File: src/rtl/sha_padder.sv
// rtl/sha_padder.sv - SHA-2 message padder: 64-bit byte stream in, 512/1024-bit padded blocks out
// Optional feature macro: SHA_PADDER_SHA512_EN (enables 1024-bit SHA384/SHA512 blocks)
module sha_padder #(
    parameter int S_AXIS_DATA_WIDTH = 64,
    parameter int M_AXIS_DATA_WIDTH = 1024
) (
    input  logic                           axi_aclk,
    input  logic                           reset,
    input  logic [1:0]                     sha_type,
    input  logic [S_AXIS_DATA_WIDTH-1:0]   s_axis_tdata,
    input  logic [S_AXIS_DATA_WIDTH/8-1:0] s_axis_tkeep,
    input  logic                           s_axis_tlast,
    input  logic                           s_axis_tvalid,
    output logic                           s_axis_tready,
    output logic [M_AXIS_DATA_WIDTH-1:0]   m_axis_tdata,
    output logic                           m_axis_tvalid,
    output logic                           m_axis_tlast,
    input  logic                           m_axis_tready
);

    localparam logic [1:0] FILL  = 2'd0;
    localparam logic [1:0] EMIT  = 2'd1;
    localparam logic [1:0] EXTRA = 2'd2;

`ifdef SHA_PADDER_SHA512_EN
    localparam int NB = 128;
`else
    localparam int NB = 64;
`endif

    logic [1:0]  state;
    logic [7:0]  blk     [NB];
    logic [7:0]  nxt_blk [NB];
    logic [7:0]  xtr_blk [NB];
    logic [7:0]  off;
    logic [63:0] bit_cnt;
    logic        extra;
    logic        pad80;
    logic        in_msg;
    logic        mode_r;
    logic        tlast_r;

    logic        beat_mode;
    logic [3:0]  n;
    logic [63:0] new_len;
    int          bsz, lsz, xbsz, offi, ni;
    logic        fits80, fitlen, blk_full;
    logic [7:0]  dbyte  [8];
    logic [7:0]  lbyte  [8];
    logic [7:0]  xlbyte [8];
    logic        unused_ok;

    // mode is latched on the first beat of a message so later beats cannot switch it
`ifdef SHA_PADDER_SHA512_EN
    assign beat_mode = in_msg ? mode_r : sha_type[1];
`else
    assign beat_mode = 1'b0;
`endif
    assign unused_ok = &{1'b0, sha_type, in_msg};

    assign s_axis_tready = (state == FILL) && !reset;
    assign m_axis_tvalid = (state == EMIT);
    assign m_axis_tlast  = tlast_r;

    // next block contents for an accepted input beat, including padding on the tlast beat
    always_comb begin
        n = 4'd0;
        for (int k = 0; k < 8; k++) n = n + 4'(s_axis_tkeep[k]);
        new_len  = bit_cnt + {57'd0, n, 3'd0};
        bsz      = beat_mode ? 128 : 64;
        lsz      = beat_mode ? 16 : 8;
        offi     = int'(off);
        ni       = int'(n);
        fits80   = (offi + ni) < bsz;
        fitlen   = (bsz - offi - ni - 1) >= lsz;
        blk_full = (offi + 8) == bsz;
        for (int k = 0; k < 8; k++) begin
            dbyte[k] = s_axis_tdata[8*k +: 8];
            lbyte[k] = new_len[8*(7-k) +: 8];
        end
        for (int i = 0; i < NB; i++) begin
            nxt_blk[i] = blk[i];
            if (!s_axis_tlast) begin
                if (i >= offi && i < offi + 8) nxt_blk[i] = dbyte[3'(i - offi)];
            end else begin
                if (i >= offi) begin
                    if (i < offi + ni)       nxt_blk[i] = dbyte[3'(i - offi)];
                    else if (i == offi + ni) nxt_blk[i] = 8'h80;
                    else                     nxt_blk[i] = 8'h00;
                end
                if (fitlen && i >= bsz - 8 && i < bsz) nxt_blk[i] = lbyte[3'(i - (bsz - 8))];
            end
        end
    end

    // trailing length-only block used when the length did not fit after the data
    always_comb begin
        xbsz = mode_r ? 128 : 64;
        for (int k = 0; k < 8; k++) xlbyte[k] = bit_cnt[8*(7-k) +: 8];
        for (int i = 0; i < NB; i++) begin
            xtr_blk[i] = (i == 0 && pad80) ? 8'h80 : 8'h00;
            if (i >= xbsz - 8 && i < xbsz) xtr_blk[i] = xlbyte[3'(i - (xbsz - 8))];
        end
    end

    // big-endian packing: block byte 0 lands in the top byte of the active width
    always_comb begin
        m_axis_tdata = '0;
        for (int i = 0; i < 64; i++) begin
            if (!mode_r) m_axis_tdata[511-8*i -: 8] = blk[i];
        end
`ifdef SHA_PADDER_SHA512_EN
        for (int i = 0; i < 128; i++) begin
            if (mode_r) m_axis_tdata[1023-8*i -: 8] = blk[i];
        end
`endif
    end

    // FILL/EMIT/EXTRA sequencing, byte offset and message bit counter
    always_ff @(posedge axi_aclk) begin
        if (reset) begin
            state   <= FILL;
            off     <= 8'd0;
            bit_cnt <= 64'd0;
            extra   <= 1'b0;
            pad80   <= 1'b0;
            in_msg  <= 1'b0;
            mode_r  <= 1'b0;
            tlast_r <= 1'b0;
            for (int i = 0; i < NB; i++) blk[i] <= 8'h00;
        end else begin
            case (state)
                FILL: begin
                    if (s_axis_tvalid) begin
                        for (int i = 0; i < NB; i++) blk[i] <= nxt_blk[i];
                        bit_cnt <= new_len;
                        mode_r  <= beat_mode;
                        in_msg  <= 1'b1;
                        if (s_axis_tlast) begin
                            state   <= EMIT;
                            tlast_r <= fitlen;
                            extra   <= !fitlen;
                            pad80   <= !fits80;
                        end else if (blk_full) begin
                            state   <= EMIT;
                            tlast_r <= 1'b0;
                        end else begin
                            off <= off + 8'd8;
                        end
                    end
                end
                EMIT: begin
                    if (m_axis_tready) begin
                        off     <= 8'd0;
                        tlast_r <= 1'b0;
                        if (extra) begin
                            state <= EXTRA;
                        end else begin
                            state <= FILL;
                            if (tlast_r) begin
                                bit_cnt <= 64'd0;
                                in_msg  <= 1'b0;
                            end
                        end
                    end
                end
                EXTRA: begin
                    for (int i = 0; i < NB; i++) blk[i] <= xtr_blk[i];
                    extra   <= 1'b0;
                    tlast_r <= 1'b1;
                    state   <= EMIT;
                end
                default: state <= FILL;
            endcase
        end
    end

endmodule

File: config.mk
export PLATFORM = sky130hd
export DESIGN_NAME = sha_padder
export DESIGN_NICKNAME = d
export VERILOG_FILES = /design/src/rtl/sha_padder.sv
export SDC_FILE = /design/constraint.sdc
export NUM_CORES = 1
export LEC_CHECK = 0
export ABC_AREA = 1
export CAP_MARGIN = 30
export CELL_PAD_IN_SITES_DETAIL_PLACEMENT = 0
export CELL_PAD_IN_SITES_GLOBAL_PLACEMENT = 1
export CORE_AREA = 2 2 428 430
export DETAILED_ROUTE_END_ITERATION = 16
export DIE_AREA = 0 0 430 432
export DONT_BUFFER_PORTS = 1
export PLACE_DENSITY = 0.36
export SLEW_MARGIN = 15
export SYNTH_ARGS = -nofsm -noshare
export SYNTH_HDL_FRONTEND = slang
export SYNTH_SLANG_ARGS = --single-unit
File: constraint.sdc
create_clock -name axi_aclk -period 5.94 [get_ports axi_aclk]
set_input_delay 1.188 -clock axi_aclk [delete_from_list [all_inputs] [get_ports axi_aclk]]
set_output_delay 1.188 -clock axi_aclk [all_outputs]
set_load 0.05 [all_outputs]
== Word-level counts from Yosys, hierarchy flattened ==
Memory sizes are Yosys's and may differ from the RTL's.
Cells that the tools add are included.
Storage, ports and cells
  bits in registers: 77
  memories: 1
  input port bits: 79
  bits in writable memories: 512
  output and inout port bits: 1027
Memory list
  blk: words 64, bits a word 8, rd ports 64, clocked after Yosys merged registers in 0, write ports 64, line 32  | logic [7:0] blk [NB];
Cells by class
  reductions and logical operators: 79
  multiplexer cells: 682
  add/sub/neg operators: 78
  equality and inequality tests: 74
  bitwise operators: 192
  order comparisons: 258
Operators by type and width (number)
  2-to-1 mux 8 bit: 589
  less-than comparator 7 x 32 -> 1 bit, first input constant: 63
  binary-select mux 8 bit (select 3 bit): 64
  less-than comparator 6 x 32 -> 1 bit, first input constant: 32
  equality test 7 x 32 -> 1 bit, first input constant: 31
  equality test 6 x 32 -> 1 bit, first input constant: 16
  less-than comparator 5 x 32 -> 1 bit, first input constant: 16
  equality test 5 x 32 -> 1 bit, first input constant: 8
  greater-or-equal comparator 3 x 4 -> 1 bit, second input constant: 64
  greater-or-equal comparator 6 x 8 -> 1 bit, first input constant: 32
  less-than comparator 4 x 32 -> 1 bit, first input constant: 8
  2-to-1 mux 64 bit: 4
  inverter 3 bit: 64
  equality test 4 x 32 -> 1 bit, first input constant: 4
  greater-or-equal comparator 5 x 8 -> 1 bit, first input constant: 16
  less-than comparator 3 x 32 -> 1 bit, first input constant: 4
  OR 1 bit: 128
  case mux 64 bit (2 select lines): 1
  subtractor 3 bit, first input constant: 32
  logical AND 1 bit: 65
  adder 64 x 7 -> 64 bit: 1
  equality test 3 x 32 -> 1 bit, first input constant: 2
  greater-or-equal comparator 4 x 8 -> 1 bit, first input constant: 8
  less-than comparator 1 x 32 -> 1 bit, first input constant: 2
  other kinds (41): 109

== Logic depth before layout (Yosys ltp) ==
Gate-level depths: netlist of the first run.
  word-level depth: 16
  mapped depth: 26
  gate-level depth less buffers: 26

== Worst setup path after synthesis of the first run ==
Ideal clock, no wire load.
  path kind: input-to-reg
  from: in s_axis_tkeep[0]
  to: mem blk[56][5] (netlist: blk[1][197]) (data pin)
  stages: 19
  library setup time: 0.258 ns
  arrival: 5.015 ns
  buffers on the path: 0
  required time: 5.682 ns
  setup slack: 0.667 ns
  cells stage by stage: inv_1 -> fa_1 -> fa_1 -> fa_1 -> inv_1 -> ha_1 -> inv_1 -> fa_1 -> fa_1 -> o21ai_1 -> nand2_1 -> nor2_1 -> nand3_1 -> inv_2 -> nand3_1 -> nand3_1 -> nand3_1 -> o21ai_0 -> nand2_1
RTL lines
  from (decl): line 11  | input logic [S_AXIS_DATA_WIDTH/8-1:0] s_axis_tkeep,
  to (decl): line 32

==> summary.md, run 1 <==
| Metric | Value |
|---|---|
| Status | finished clean |
| Io pins | approximately 1100 |
| Worst skew pair latency | 0.72 ns |
| Sequential area share after synthesis | 0.4899 |
| Min Clock Period, post-route | ~5.3 ns |
| Root Driver | clkbuf_16 |
| Total power | about 23 mW |
| Hold Fails Final Rpt | 0 |
| GRT met3 Usage | 0.03217 |
| Synthesized netlist cell count | about 3600 |
| Reg2Reg Capture Point | blk[0][112] |
| Pleak | roughly 14 nW |
| Post_cts resized | 0 |
| Synth warn | 0 |
| Cell taking the most area after synthesis | edfxtp_1 |
| Yosys reg bits | around 580 |
| First-pass DRT Iterations | 5 |
| Vias | approximately 24000 |
| Grt ovf | 0 |
| Pin count of the biggest net entering global routing | roughly 140 |
| Max Slew Vio Count | 0 |
| Setup Skew | approximately 0.041 ns |
| CTS tree | yes |
| Count of final setup violators | 0 |
| Critical path start-end classification | primary input to register |
| Most common library cells after synthesis | nand2_1 (585), buf_4 (521), nor2_1 (498), edfxtp_1 (320), a21oi_1 (277) |
| # port buffers | 0 |
| Number of enable flip-flop cells after synthesis | 320 |
| Routability Congestion | 0.8287 |
| DRT iter0 DRCs | between 1500 and 2000 |
| Total global routing track utilization | 0.1601 |
| Worst reg2reg setup slack | 2.09 ns |
| Starting Density | 0.1671 |
| Max VDD drop | between 0.0002 and 0.00025 V |
| Dpl ws | -0.04846 ns |
| Total of max-cap violations | 0 |
| Post-CTS Setup Bufs | 0 |
| Max-Slew Margin vs Limit | 0.2572 |
| Final #Nets | between 3000 and 4000 |
| WL final | ~160000 µm |
| Post-synth top area share | 0.3165 |
| Mean Syn Cell Area | between 8 and 9 µm² |
| Final setup margin | between 0.6 and 0.7 ns |
| First-pass GRT wire length | between 200000 and 250000 µm |
| M1 GR Usage | 0.1883 |
| CTS Sinks | roughly 580 |
| Worst hold path depth | 2 |
| Post-Syn Area | 0.03036 mm² |
| Layout cells sized above 1 | 0.1079 |
| Hold Crit Class | register to register |
| Kind of start point of the critical path | primary input |
| Total power per unit cell area | roughly 670 mW/mm² |
| HPWL reported at the end of detailed placement | roughly 120000 µm |
| Critical Path AT | between 5 and 6 ns |
| Hold-fix buffers, CTS | 0 |
| WL/cell | 25.00 µm |
| Area growth, synth to finish | 15.80% |
| Max H-tree Level | 3 |
| Initial antenna violation count | 8 |
| Hold Startpoint | bit_cnt[3] |
| Area contributors post-synth | edfxtp_1 (32%), dfxtp_1 (17%), buf_4 (13%) |
| Fin crit share | 0.8923 |
| RSZ-0062 raised after global routing | no |
| CP Max Fanout | 4 |
| Hold EP | bit_cnt[3] |
| Die area | about 0.19 mm² |
| Unique cell type count in the Yosys netlist | 65 |
| Clock-pin transition on the worst setup and hold timing paths | 0.06 ns |
| Max Freq | 0.1887 GHz |
| Count leader, synth | nand2_1 |
| Post-layout util | 0.1935 |
| Top FF cell, synth | edfxtp_1 |
| # rows | ~160 |
| Worst Tran Pin Value | around 1.1 ns |
| Routed Antenna Nets | 0 |
| Busiest grt layer | met2 |
| Vias per cell | 3.865 |
| Total CTS buffers | 78 |
| # fillers | a little over 20000 |
| Worst-case reg-to-reg path depth | 9 |
| Clock tree buffer depth | 3 |
| Reg2reg start | off[3] |
| Worst Setup End Kind | register |
| Async S/R FF share, synth | 0 |
| DRC violations left | 0 |
| M2 GR Usage | 0.2894 |
| WP data required | around 6.5 ns |
| Core area | 0.1817 mm² |
| Die width | around 430 µm |
| Number of global-route vias before repair | approximately 23000 |
| DIE HEIGHT | 432 µm |
## cells by family after synthesis
group | synth area share
buffers and inverters | 0.1831
adder cells (fa/ha/maj) | 0.01071
other | 0.0001235
flip-flops | 0.4899
XOR/XNOR | 0.003173
AO/OA/AOI/OAI | 0.1050
AND/OR/NAND/NOR | 0.2081
## layout make-up
cell class / count / area [µm²] / share of cell area
Clock buffer: 114 / 2207 / 0.06278
Clock inverter: 30 / 420.4 / 0.01196
Inverter: 302 / 1141 / 0.03246
Tap cell: 2385 / 2984 / 0.08488
Antenna cell: 7 / 17.52 / 0.0004982
Timing Repair Buffer: 189 / 1600 / 0.04552
Multi-Input combinational cell: 2608 / 11910 / 0.3388
Sequential cell: 583 / 14870 / 0.4231
## how the worst max path moves through the flow
stage                    start          end  slack (ns)
2_1_floorplan  s_axis_tkeep[0]  blk[1][197]        0.67
3_3_place_gp   s_axis_tkeep[0]  blk[1][214]       -0.06
3_5_place_dp   s_axis_tkeep[0]  bit_cnt[46]       -0.05
4_1_cts        s_axis_tkeep[0]  blk[1][216]        0.71
5_1_grt        s_axis_tkeep[0]  blk[1][214]        0.36
6_report       s_axis_tkeep[0]  blk[1][216]        0.64
## per-layer routing
| layer | up-vias | part of all wire |
|---|---|---|
| met2 | 877 | 0.51 |
| met5 | - | 0.000077 |
| met1 | 11800 | 0.40 |
| met3 | 136 | 0.055 |
| li1 | 11210 | - |
| met4 | 2 | 0.028 |
## critical path: stages
cell      delay (ns)
inv_1           0.03
fa_1            0.55
fa_1            0.43
fa_1            0.54
inv_1           0.09
ha_1            0.16
inv_1           0.05
fa_1            0.40
inv_1           0.09
nand2_1         0.05
nand2_1         0.13
ha_1            0.31
a21oi_1         0.22
nand2_1         0.10
a21boi_0        0.20
buf_4           0.19
nor2_1          0.07
nand2_1         0.08
xor2_1          0.33
o21ai_0         0.14
buf_4           0.14
o21ai_0         0.19
buf_4           0.17
## sequential cells by signal, indices dropped and copies added, names as in the netlist
name,flops
extra,1
pad80,1
state,2
off,5
m_axis_tlast,1
bit_cnt,61
blk,512
## per-stage QoR
step                instances  cell area, µm²  TNS (ns)  hold slack [ns]
global placement         6060           32430   -0.2188           0.4516
finish                   6218           35160         0           0.4691
global route             6216           35150         0           0.4854
detailed placement       6067           32510   -0.1835           0.4572
CTS                      6211           35140         0           0.4669
floorplan                4124           32290         0           0.4497
## report_power, final
part           leakage [nW]  internal, mW  switching (mW)  total, mW
clock                  1.27          2.88            2.11       4.98
combinational          7.54          1.67            5.36       7.03
sequential             5.54          5.96            5.48       11.4
total                  14.3          10.5            12.9       23.5
## cells in the final DEF, fill, tap and decap left out, types with 4 or more instances in the layout
master,Yosys,layout
or2_2,8,8
a211oi_1,4,4
nand3_1,238,238
nor2_4,8,12
a31oi_1,6,6
clkbuf_1,69,24
nor3_1,57,57
o21ai_2,9,10
clkbuf_8,0,12
a22oi_1,18,18
nand4_1,28,28
dfxtp_1,263,263
clkbuf_16,0,78
inv_6,0,4
edfxtp_1,320,320
nand2_4,7,7
inv_1,273,272
a21oi_1,277,277
diode_2,0,7
conb_1,1,514
nor2_2,11,11
buf_12,1,13
o31ai_1,8,5
nor2_1,498,494
clkinv_1,4,8
clkinv_2,0,6
buf_4,521,173
o21ai_1,13,13
bufinv_16,0,6
o21ai_0,220,219
xor2_1,10,10
nand2_2,9,9
o211ai_1,6,6
fa_1,5,5
inv_2,23,24
ha_1,18,18
nand2_1,585,585
o22ai_1,5,5
No activity file was read; power rests on OpenSTA's default activity.
==> run 2, diff against run 1 <==
--- a/config.mk
+++ b/config.mk
@@ -6,7 +6,8 @@
 export NUM_CORES = 1
 export LEC_CHECK = 0
 export ABC_AREA = 1
-export CAP_MARGIN = 30
+export ABC_CLOCK_PERIOD_IN_PS = 5940
+export CAP_MARGIN = 40
 export CELL_PAD_IN_SITES_DETAIL_PLACEMENT = 0
 export CELL_PAD_IN_SITES_GLOBAL_PLACEMENT = 1
 export CORE_AREA = 2 2 428 430
==> run 2 against run 1 <==
  * Critical path depth decreased by 1
  * First-iteration DRC count decreased by 5.4%
  * Global-route usage decreased by 0.078 points
  * Die area unchanged
  * Non-clock buffer count increased by 5
==> summary.md, run 2 (synthesized netlist as in run 1, its figures left out) <==
| Metric | Value |
|---|---|
| Die width | 430 µm (unchanged) |
| Worst hold path depth | 2 (unchanged) |
| # port buffers | 0 (unchanged) |
| Internal cell power | 10.52 mW (was 10.51 mW) |
| Routability Congestion | 0.8287 (unchanged) |
| Worst skew pair latency | 0.70 ns (was 0.72 ns) |
| Register area | 0.01487 mm² (unchanged) |
| Pleak | 14.36 nW (was 14.34 nW) |
| CTS tree | yes (unchanged) |
| # rows | 157 (unchanged) |
| Setup tns final | 0 ns (unchanged) |
| Max incr delay on CP | 0.55 ns (about the same) |
| Crit path max-delay family | adder cells (unchanged) |
| Core area | 0.1817 mm² (unchanged) |
| Total global routing track utilization | 0.1593 (was 0.1601) |
| Hold Fails Final Rpt | 0 (unchanged) |
| Number of global-route vias before repair | 22680 (was 22810) |
| CTS Sinks | 583 (unchanged) |
| Critical Path AT | 5.72 ns (was 5.88 ns) |
| Total of max-cap violations | 0 (unchanged) |
| Clock tree buffer depth | 3 (unchanged) |
| HPWL reported at the end of detailed placement | 122200 µm (about the same) |
| Commonest non-fill, non-tap cell in the layout | nand2_1 (unchanged) |
| Critical path start-end classification | primary input to register (unchanged) |
| Net Sw Power | 12.90 mW (was 12.95 mW) |
| Grt ovf | 0 (unchanged) |
| First-pass DRT Iterations | 5 (unchanged) |
| WL final | 154700 µm (was 155400 µm) |
| Worst Tran Pin Value | 1.008 ns (was 1.110 ns) |
| Clk network pwr share | 0.211 (was 0.212) |
| Status | finished clean (unchanged) |
| Root Driver | clkbuf_16 (unchanged) |
| Worst Setup End Kind | register (unchanged) |
| Largest Register | blk (unchanged) |
| Worst-path cell chain | inv_1 > fa_1 > fa_1 > fa_1 > inv_1 > ha_1 > inv_1 > fa_1 > nand2_1 > nand2_1 > ha_1 > buf_4 > nand3_1 > nand2_1 > a21boi_0 > buf_4 > buf_4 > nor2_1 > nand4_1 > a21oi_1 > o21ai_0 > buf_4 (was inv_1 > fa_1 > fa_1 > fa_1 > inv_1 > ha_1 > inv_1 > fa_1 > inv_1 > nand2_1 > nand2_1 > ha_1 > a21oi_1 > nand2_1 > a21boi_0 > buf_4 > nor2_1 > nand2_1 > xor2_1 > o21ai_0 > buf_4 > o21ai_0 > buf_4) |
| Total CTS buffers | 78 (unchanged) |
| Io pins | 1106 (unchanged) |
| DIE HEIGHT | 432 µm (unchanged) |
| Starting Density | 0.1671 (unchanged) |
| Dpl cells | 6071 (was 6067) |
| Dpl ws | -0.04819 ns (was -0.04846 ns) |
| Max VDD drop | 0.0002258 V (was 0.0002259 V) |
| Kind of start point of the critical path | primary input (unchanged) |
| Die area | 0.1858 mm² (unchanged) |
| Final Non-Filler Cells | 6232 (was 6218) |
| Switch share | 0.5508 (was 0.5520) |
| Worst-case reg-to-reg path depth | 9 (unchanged) |
| Max-Slew Margin vs Limit | 0.3257 (was 0.2572) |
| Hold-fix buffers, CTS | 0 (unchanged) |
| Reg2Reg Capture Point | blk[0][118] (was blk[0][112]) |
| Fin crit share | 0.8856 (was 0.8923) |
| CP Max Fanout | 5 (was 4) |
| Max H-tree Level | 3 (unchanged) |
| DRC violations left | 0 (unchanged) |
| Max Freq | 0.1901 GHz (was 0.1887 GHz) |
| Area growth, synth to finish | 16.00% (was 15.80%) |
| WL/cell | 24.82 µm (was 25.00 µm) |
| Layout cells sized above 1 | 0.1083 (was 0.1079) |
| Commonest non-fill, non-tap cells in the layout | nand2_1 (585), conb_1 (514), nor2_1 (494) (unchanged) |
| Hold Crit Class | register to register (unchanged) |
| RSZ-0062 raised after global routing | no (unchanged) |
| Max Slew Vio Count | 0 (unchanged) |
| Count of final setup violators | 0 (unchanged) |
| Max reg flops | 512 (unchanged) |
| Hold WS | 0.4667 ns (was 0.4691 ns) |
| Final #Nets | 3869 (was 3864) |
| Post_cts resized | 0 (unchanged) |
| Post-CTS Setup Bufs | 0 (unchanged) |
| Reg power frac | 0.488 (about the same) |
| Largest regs | blk: 512 flops, bit_cnt: 61 flops, off: 5 flops (unchanged) |
| # fillers | 20250 (was 20200) |
| Area occupied by multi-input gates | 0.01191 mm² (unchanged) |
| Hold EP | bit_cnt[3] (unchanged) |
| Vias | 23880 (was 24030) |
| Initial antenna violation count | 7 (was 8) |
| Post-layout util | 0.1938 (was 0.1935) |
| DRT iter0 DRCs | 1662 (was 1757) |
| Worst reg2reg setup slack | 2.10 ns (was 2.09 ns) |
| WP data required | 6.39 ns (was 6.52 ns) |
| Combinational Power Share | 0.301 (was 0.300) |
| Vias per cell | 3.832 (was 3.865) |
| First-pass GRT wire length | 204500 µm (was 205700 µm) |
| Pin count of the biggest net entering global routing | 143 (unchanged) |
| Routed Antenna Nets | 0 (unchanged) |
| Total power per unit cell area | 665.0 mW/mm² (was 667.3 mW/mm²) |
| Clock-pin transition on the worst setup and hold timing paths | 0.05 ns (was 0.06 ns) |
| Reg2reg start | off[3] (unchanged) |
| Setup Skew | 0.03951 ns (was 0.04119 ns) |
| Final setup margin | 0.6792 ns (was 0.6400 ns) |
| Min Clock Period, post-route | 5.261 ns (was 5.300 ns) |
| Hold Startpoint | bit_cnt[3] (unchanged) |
| Critical Path Slowest Stage Cell | fa_1 (unchanged) |
| WP buf/inv | 7 (unchanged) |
## run 2: how the worst max path moves through the flow
stage,end,slack [ns],startpoint,depth (start not counted)
6_report,blk[1][220],0.68,s_axis_tkeep[0],22
3_5_place_dp,blk[1][220],-0.05,s_axis_tkeep[0],20
5_1_grt,bit_cnt[46],0.37,s_axis_tkeep[0],22
4_1_cts,blk[1][220],0.72,s_axis_tkeep[0],20
2_1_floorplan,blk[1][197],0.67,s_axis_tkeep[0],19
3_3_place_gp,blk[1][214],-0.06,s_axis_tkeep[0],23
## run 2: metrics by stage
| step | instance area, µm² | total power, mW |
|---|---|---|
| global route | 35190 | 24.48 |
| finish | 35220 | 23.42 |
| floorplan | 32290 | 15.05 |
| global placement | 32430 | 18.77 |
| detailed placement | 32560 | 18.78 |
| CTS | 35170 | 23.86 |
## run 2: layout make-up
| cell class | instances | share of cell area |
|---|---|---|
| multi-input combinational | 2608 | 0.3382 |
| clock inverter | 30 | 0.01179 |
| sequential | 583 | 0.4223 |
| inverter | 302 | 0.03240 |
| clock buffer | 114 | 0.06238 |
| antenna | 16 | 0.001137 |
| tap | 2385 | 0.08473 |
| timing repair buffer | 194 | 0.04697 |
## run 2: routing by layer
| metal | part of all wire | global-route usage |
|---|---|---|
| met1 | 0.40 | 0.1851 |
| met2 | 0.51 | 0.2880 |
| met3 | 0.056 | 0.03262 |
| met4 | 0.031 | 0.05565 |
| met5 | 0.000045 | 0 |
## run 2: power groups by stage
stage / Clock, mW / Combinational, mW / Sequential [mW]
2_1_floorplan: 0 / 4.31 / 10.7
5_1_grt: 5.24 / 7.70 / 11.5
3_3_place_gp: 0 / 7.13 / 11.6
3_5_place_dp: 0 / 7.20 / 11.6
4_1_cts: 5.11 / 7.22 / 11.5
6_report: 4.94 / 7.05 / 11.4
## run 2: worst min-delay path: cells and delay by family, from the launching register on
family,cells,cell delay [ns]
flops,1,0.31
simple gates,1,0.06
compound gates,1,0.05
